==> src/rtl/rift2_wb_pkg.sv <==
// Shared types, default constants and helpers for the rift2 Wishbone bridge.
package rift2_wb_pkg;

   typedef enum logic [1:0] {
      ST_IDLE = 2'd0,
      ST_REQ  = 2'd1,
      ST_WAIT = 2'd2,
      ST_ACK  = 2'd3
   } wb_state_e;

   typedef struct packed {
      logic        write;
      logic [31:0] addr;
      logic [31:0] wdata;
      logic [3:0]  wstrb;
   } wb_req_t;

   typedef struct packed {
      logic [31:0] rdata;
      logic        err;
   } wb_rsp_t;

   localparam logic [31:0] DEF_BASE_ADDR = 32'h3000_0000;
   localparam logic [31:0] DEF_ADDR_MASK = 32'hFF00_0000;
   localparam logic [31:0] DEF_ERR_DATA  = 32'hDEAD_BEEF;
   localparam logic [31:0] DEF_CSR_ADDR  = 32'h3FFF_FFF0;
   localparam int unsigned DEF_TIMEOUT   = 256;

   function automatic logic [15:0] sat_inc16(input logic [15:0] v);
      return (v == 16'hFFFF) ? v : v + 16'd1;
   endfunction

endpackage

==> src/rtl/rift2_wb_timeout.sv <==
// Loadable up-counter with clear/enable; expired_o flags cnt == limit_i and the count holds there.
module rift2_wb_timeout
   import rift2_wb_pkg::*;
#(
   parameter int unsigned CNT_W = 16
) (
   input  logic             clk_i,
   input  logic             rst_i,
   input  logic             clr_i,
   input  logic             ld_i,
   input  logic [CNT_W-1:0] ld_val_i,
   input  logic             en_i,
   input  logic [CNT_W-1:0] limit_i,
   output logic [CNT_W-1:0] cnt_o,
   output logic             expired_o
);

   logic [CNT_W-1:0] cnt_q;
   logic [CNT_W-1:0] cnt_d;

   assign expired_o = (cnt_q == limit_i);
   assign cnt_o     = cnt_q;

   always_comb begin
      cnt_d = cnt_q;
      if (clr_i) begin
         cnt_d = '0;
      end else if (ld_i) begin
         cnt_d = ld_val_i;
      end else if (en_i && !expired_o) begin
         cnt_d = cnt_q + 1'b1;
      end
   end

   always_ff @(posedge clk_i or posedge rst_i) begin
      if (rst_i) begin
         cnt_q <= '0;
      end else begin
         cnt_q <= cnt_d;
      end
   end

endmodule

==> src/rtl/rift2_wb_bridge.sv <==
// Wishbone-classic slave turning single-beat cycles into valid/ready requests toward the Rift2 core.
// Define RIFT2_WB_BRIDGE_STATS_EN to add the transaction/timeout statistics CSR.
module rift2_wb_bridge
   import rift2_wb_pkg::*;
#(
   parameter logic [31:0] BASE_ADDR = DEF_BASE_ADDR,
   parameter logic [31:0] ADDR_MASK = DEF_ADDR_MASK,
   parameter int unsigned TIMEOUT   = DEF_TIMEOUT,
   parameter logic [31:0] ERR_DATA  = DEF_ERR_DATA,
   parameter logic [31:0] CSR_ADDR  = DEF_CSR_ADDR
) (
   input  logic        wb_clk_i,
   input  logic        wb_rst_i,
   input  logic        wbs_cyc_i,
   input  logic        wbs_stb_i,
   input  logic        wbs_we_i,
   input  logic [3:0]  wbs_sel_i,
   input  logic [31:0] wbs_adr_i,
   input  logic [31:0] wbs_dat_i,
   output logic        wbs_ack_o,
   output logic [31:0] wbs_dat_o,
   output logic        req_valid,
   input  logic        req_ready,
   output logic        req_write,
   output logic [31:0] req_addr,
   output logic [31:0] req_wdata,
   output logic [3:0]  req_wstrb,
   input  logic        rsp_valid,
   input  logic [31:0] rsp_rdata,
   input  logic        rsp_err,
   output logic        err_irq
);

   // The timer expires on the WAIT cycle in which the count would reach TIMEOUT-1.
   localparam logic [15:0] TO_LIMIT = 16'(TIMEOUT - 32'd2);

   wb_state_e   state_q;
   wb_req_t     req_q;
   logic        req_valid_q;
   logic        ack_q;
   logic        irq_q;
   logic [31:0] dat_q;

   logic        start;
   logic        win_hit;
   logic        csr_hit;
   logic [31:0] csr_rdata;
   wb_rsp_t     rsp;
   logic        to_clr;
   logic        to_en;
   logic        to_expired;
   logic        to_evt;
   logic [15:0] unused_to_cnt;

   assign start   = wbs_cyc_i & wbs_stb_i & ~ack_q;
   assign win_hit = ((wbs_adr_i & ADDR_MASK) == BASE_ADDR);
   assign rsp     = '{rdata: rsp_rdata, err: rsp_err};
   assign to_clr  = (state_q == ST_REQ) & req_ready;
   assign to_en   = (state_q == ST_WAIT);
   assign to_evt  = to_en & ~rsp_valid & to_expired;

   rift2_wb_timeout #(
      .CNT_W (16)
   ) u_timeout (
      .clk_i     (wb_clk_i),
      .rst_i     (wb_rst_i),
      .clr_i     (to_clr),
      .ld_i      (1'b0),
      .ld_val_i  (16'd0),
      .en_i      (to_en),
      .limit_i   (TO_LIMIT),
      .cnt_o     (unused_to_cnt),
      .expired_o (to_expired)
   );

`ifdef RIFT2_WB_BRIDGE_STATS_EN
   logic [15:0] txn_cnt_q;
   logic [15:0] to_cnt_q;
   logic        csr_clr;

   assign csr_hit   = (wbs_adr_i == CSR_ADDR);
   assign csr_rdata = {to_cnt_q, txn_cnt_q};
   assign csr_clr   = (state_q == ST_IDLE) & start & csr_hit & wbs_we_i;

   // Clearing happens at decode, so the clearing write's own ack is the first one counted.
   always_ff @(posedge wb_clk_i or posedge wb_rst_i) begin
      if (wb_rst_i) begin
         txn_cnt_q <= '0;
         to_cnt_q  <= '0;
      end else if (csr_clr) begin
         txn_cnt_q <= '0;
         to_cnt_q  <= '0;
      end else begin
         if (ack_q) begin
            txn_cnt_q <= sat_inc16(txn_cnt_q);
         end
         if (to_evt) begin
            to_cnt_q <= sat_inc16(to_cnt_q);
         end
      end
   end
`else
   logic unused_csr;

   assign csr_hit    = 1'b0;
   assign csr_rdata  = '0;
   assign unused_csr = ^{CSR_ADDR, to_evt};
`endif

   always_ff @(posedge wb_clk_i or posedge wb_rst_i) begin
      if (wb_rst_i) begin
         state_q     <= ST_IDLE;
         req_q       <= '0;
         req_valid_q <= 1'b0;
         ack_q       <= 1'b0;
         irq_q       <= 1'b0;
         dat_q       <= '0;
      end else begin
         ack_q <= 1'b0;
         case (state_q)
            ST_IDLE: begin
               if (start) begin
                  if (csr_hit) begin
                     state_q <= ST_ACK;
                     ack_q   <= 1'b1;
                     if (wbs_we_i) begin
                        irq_q <= 1'b0;
                     end else begin
                        dat_q <= csr_rdata;
                     end
                  end else if (win_hit) begin
                     state_q     <= ST_REQ;
                     req_valid_q <= 1'b1;
                     req_q       <= '{write: wbs_we_i,
                                      addr:  wbs_adr_i & ~ADDR_MASK,
                                      wdata: wbs_dat_i,
                                      wstrb: wbs_sel_i};
                  end else begin
                     // Missed writes are dropped; only reads get the error pattern.
                     state_q <= ST_ACK;
                     ack_q   <= 1'b1;
                     irq_q   <= 1'b1;
                     if (!wbs_we_i) begin
                        dat_q <= ERR_DATA;
                     end
                  end
               end
            end
            ST_REQ: begin
               // The core cannot cancel, so a master abort here still completes.
               if (req_ready) begin
                  req_valid_q <= 1'b0;
                  state_q     <= ST_WAIT;
               end
            end
            ST_WAIT: begin
               if (rsp_valid) begin
                  state_q <= ST_ACK;
                  ack_q   <= 1'b1;
                  dat_q   <= rsp.err ? ERR_DATA : rsp.rdata;
                  if (rsp.err) begin
                     irq_q <= 1'b1;
                  end
               end else if (to_expired) begin
                  state_q <= ST_ACK;
                  ack_q   <= 1'b1;
                  dat_q   <= ERR_DATA;
                  irq_q   <= 1'b1;
               end
            end
            ST_ACK: begin
               state_q <= ST_IDLE;
            end
            default: begin
               state_q <= ST_IDLE;
            end
         endcase
      end
   end

   assign wbs_ack_o = ack_q;
   assign wbs_dat_o = dat_q;
   assign req_valid = req_valid_q;
   assign req_write = req_q.write;
   assign req_addr  = req_q.addr;
   assign req_wdata = req_q.wdata;
   assign req_wstrb = req_q.wstrb;
   assign err_irq   = irq_q;

endmodule

==> config.mk <==
export PLATFORM = sky130hd
export DESIGN_NAME = rift2_wb_bridge
export DESIGN_NICKNAME = d
export VERILOG_FILES = /design/src/rtl/rift2_wb_pkg.sv /design/src/rtl/rift2_wb_timeout.sv /design/src/rtl/rift2_wb_bridge.sv
export SDC_FILE = /design/constraint.sdc
export NUM_CORES = 1
export LEC_CHECK = 0
export ABC_AREA = 0
export CORE_AREA = 5 5 146 148
export CTS_CLUSTER_DIAMETER = 200
export CTS_CLUSTER_SIZE = 40
export DETAILED_ROUTE_END_ITERATION = 8
export DIE_AREA = 0 0 151 153
export PLACE_DENSITY_LB_ADDON = 0.12
export SYNTH_ARGS = -nofsm -noshare
export SYNTH_HDL_FRONTEND = slang
export SYNTH_HIERARCHICAL = 1
export SYNTH_SLANG_ARGS = --single-unit
==> constraint.sdc <==
create_clock -name wb_clk_i -period 4.9 [get_ports wb_clk_i]
set_input_delay 0.49 -clock wb_clk_i [delete_from_list [all_inputs] [get_ports wb_clk_i]]
set_output_delay 0.49 -clock wb_clk_i [all_outputs]
set_load 0.005 [all_outputs]
==> metrics.cfg <==
[cells_and_area]
syn2layout_area_growth_pct=49.18
fin_nets=776
layout_common_cells=203 x clkdlybuf4s50_1, 114 x dfrtp_1, 60 x mux2_4, 47 x conb_1, 36 x inv_1
fillCellCount=1889
drive_gt1_frac=0.1731
final_common_cell=clkdlybuf4s50_1

[route]
vias=4180
drtIter0Drc=202
ant_nets=0
drc_errors=0
avgViaCountPerCell=4.414
drt_pass1_iterations=6
wirelength_um=16660
wl_per_cell_um=17.59

[power]
ir_worst_vdd_v=0.0002098
power_mw=3.015
p_per_area_nw_per_um2=357.1
cellLeakagePower_nw=3.654

[min_path]
whs_path_depth=1
worstHoldStart=err_irq
hold_path_class=reg2reg
holdPathEnd=err_irq

[synth]
synth_edf_count=0
synthArstFlopShare=1.000
synth_area_leader_cell=dfrtp_1
yosys_warnings=6
synth_cell_types=59
ys.flop_type=dfrtp_1
ys_ff_latch=114
avgSynthCellArea_um2=13.32
synthTopCellsByArea=dfrtp_1 50%, mux2_4 16%, o22a_1 3.7%
seq_area_frac_synth=0.5040
synth_top_area_frac=0.5040
postSynthCellCount=425
syn_area_um2=5660

[critical_path]
start_kind=flop
required_ns=5.18
crit_chain=xnor2_1 > nand4_1 > or4_1 > clkinv_4 > nor3b_2 > a211oi_1 > o21ai_2 > buf_4 > o22a_1
crit_slowest_cell=or4_1
crit_path_end_kind=flop
critPathMaxStageDelay_ns=0.84
r2r-start=u_timeout/cnt_o[6]
r2r_slack_ns=1.76
cp_max_fo=32
worst-setup-path-type=reg2reg
timing.rr.end=wbs_dat_o[12]
arrival_ns=3.42
reg2reg_depth=9

[floorplan]
die_w_um=151
initial_core_util=0.2843
core-area_um2=19910
ios=212
die_h_um=153
die_area_um2=23100
rows=52

[sta]
slew_violations=0
skew_ns=0.01357
fin_crit_ns=3.141
slew_headroom=0.3966
setup-violations-final=0
period_share=0.6411
clock.fmax_ghz=0.3183
rsz0062_at_grt=no
worst_pin_slew_ns=0.9050
tns_ns=0
hold_viol_final=0

[global_routing]
grt_max_degree=65
grt_pass1_wl_um=25410
track_usage=0.1426
grt_pass1_vias=4313
antenna_found_initial=2
overflow=0

[cts]
hold_buffers=0
numCtsBuffers=17
htree_num_levels=4
cts_buffer_depth=2
clkLatencyLatePin_ns=0.41
cts_tree=built
cts_resized=0
cts_setup_buffers=0
clock-sinks=114
cts-root-buf=clkbuf_16
clk_pin_slew_ns=0.06

[placed_design]
gp_congestion=0.7590
dp_hpwl_um=12300
port_buffers=203

[run]
drv_cap=0

[run_status]
outcome=finished, final reports clean

[power by group]
| part | switching (mW) | internal (mW) | leakage, nW | total (mW) |
|---|---|---|---|---|
| clock | 0.448 | 0.638 | 0.246 | 1.09 |
| sequential | 0.113 | 1.06 | 1.42 | 1.17 |
| combinational | 0.344 | 0.412 | 1.99 | 0.756 |
[registers in the layout (all words and copies together), names as in the netlist]
register and count:
err_irq 1, req_wdata 32, req_wstrb 4, req_valid 1
state_q 2, wbs_ack_o 1, wbs_dat_o 32, u_timeout/cnt_o 16
req_write 1, req_addr 24
[cells in the mapped netlist (3+ instances only)]
| library cell | instances |
|---|---|
| ha_1 | 4 |
| nand3b_1 | 3 |
| buf_12 | 7 |
| nor3_1 | 4 |
| o22a_1 | 24 |
| o21ai_0 | 6 |
| nor2_1 | 8 |
| nand2_1 | 13 |
| buf_4 | 8 |
| nor2b_1 | 3 |
| a21oi_1 | 8 |
| inv_1 | 37 |
| nand3_1 | 3 |
| and3_1 | 3 |
| mux2_4 | 60 |
| nand2b_1 | 5 |
| a2111oi_2 | 7 |
| nor4b_1 | 5 |
| buf_2 | 6 |
| xnor2_1 | 16 |
| o22ai_1 | 8 |
| o31a_1 | 5 |
| dfrtp_1 | 114 |
| buf_6 | 5 |
| and4b_1 | 3 |
| a211oi_1 | 4 |
| clkbuf_1 | 5 |
| nor4_1 | 5 |
| nand4_1 | 7 |
[worst max-delay path: cells and delay by family (launching register included)]
family / cells / cell delay [ns]
AND/OR/NAND/NOR: 3 / 1.05
buffers and inverters: 2 / 0.52
flip-flops: 1 / 0.57
AO/OA/AOI/OAI: 3 / 0.67
XOR/XNOR: 1 / 0.17
[cells by family after synthesis]
family	after synthesis	share of synthesized area
xor+xnor	16	0.02476
mux	62	0.1631
simple gates	78	0.09549
compound gates	80	0.1225
other cells	2	0.001327
fa+ha+maj	4	0.008842
flops	114	0.5040
buf+inv	69	0.08002
[layer usage]
layer  vias up  GRT usage  routed length, um
met3        21    0.05330               1431
li1       1966          -                  -
met4         2    0.04491                333
met2       147     0.2325               7800
met1      2044     0.1744               7084
met5         -          0                  7
[how the worst max path moves through the flow]
stage | from | end
global route | u_timeout/cnt_o[6] | wbs_dat_o[26]
finish | u_timeout/cnt_o[6] | wbs_dat_o[12]
floorplan | wb_rst_i | err_irq
global placement | u_timeout/cnt_o[6] | wbs_dat_o[5]
CTS | u_timeout/cnt_o[6] | wbs_dat_o[12]
detailed placement | u_timeout/cnt_o[6] | wbs_dat_o[12]
[cell type report]
| cell class | instances | area (um^2) | area share |
|---|---|---|---|
| sequential | 114 | 2853 | 0.3378 |
| multi-input combinational | 287 | 2527 | 0.2993 |
| timing repair buffer | 206 | 2054 | 0.2433 |
| clock buffer | 17 | 425.4 | 0.05038 |
| tap | 270 | 337.8 | 0.04001 |
| inverter | 38 | 150.1 | 0.01778 |
| clock inverter | 14 | 93.84 | 0.01111 |
| antenna | 1 | 2.502 | 0.0002963 |
[stage by stage]
stage,instance area [um^2],hold WS (ns),util,setup slack (ns),cells
finish,8444,0.4674,0.4241,1.759,947
global route,8444,0.5103,0.4241,1.609,947
CTS,8442,0.4679,0.4240,1.775,946
floorplan,5829,0.4037,-,1.848,470
detailed placement,7923,0.4543,0.3979,1.793,915
global placement,7923,0.4554,0.3979,1.904,915
Note: power is estimated with default switching activity, not from simulation.
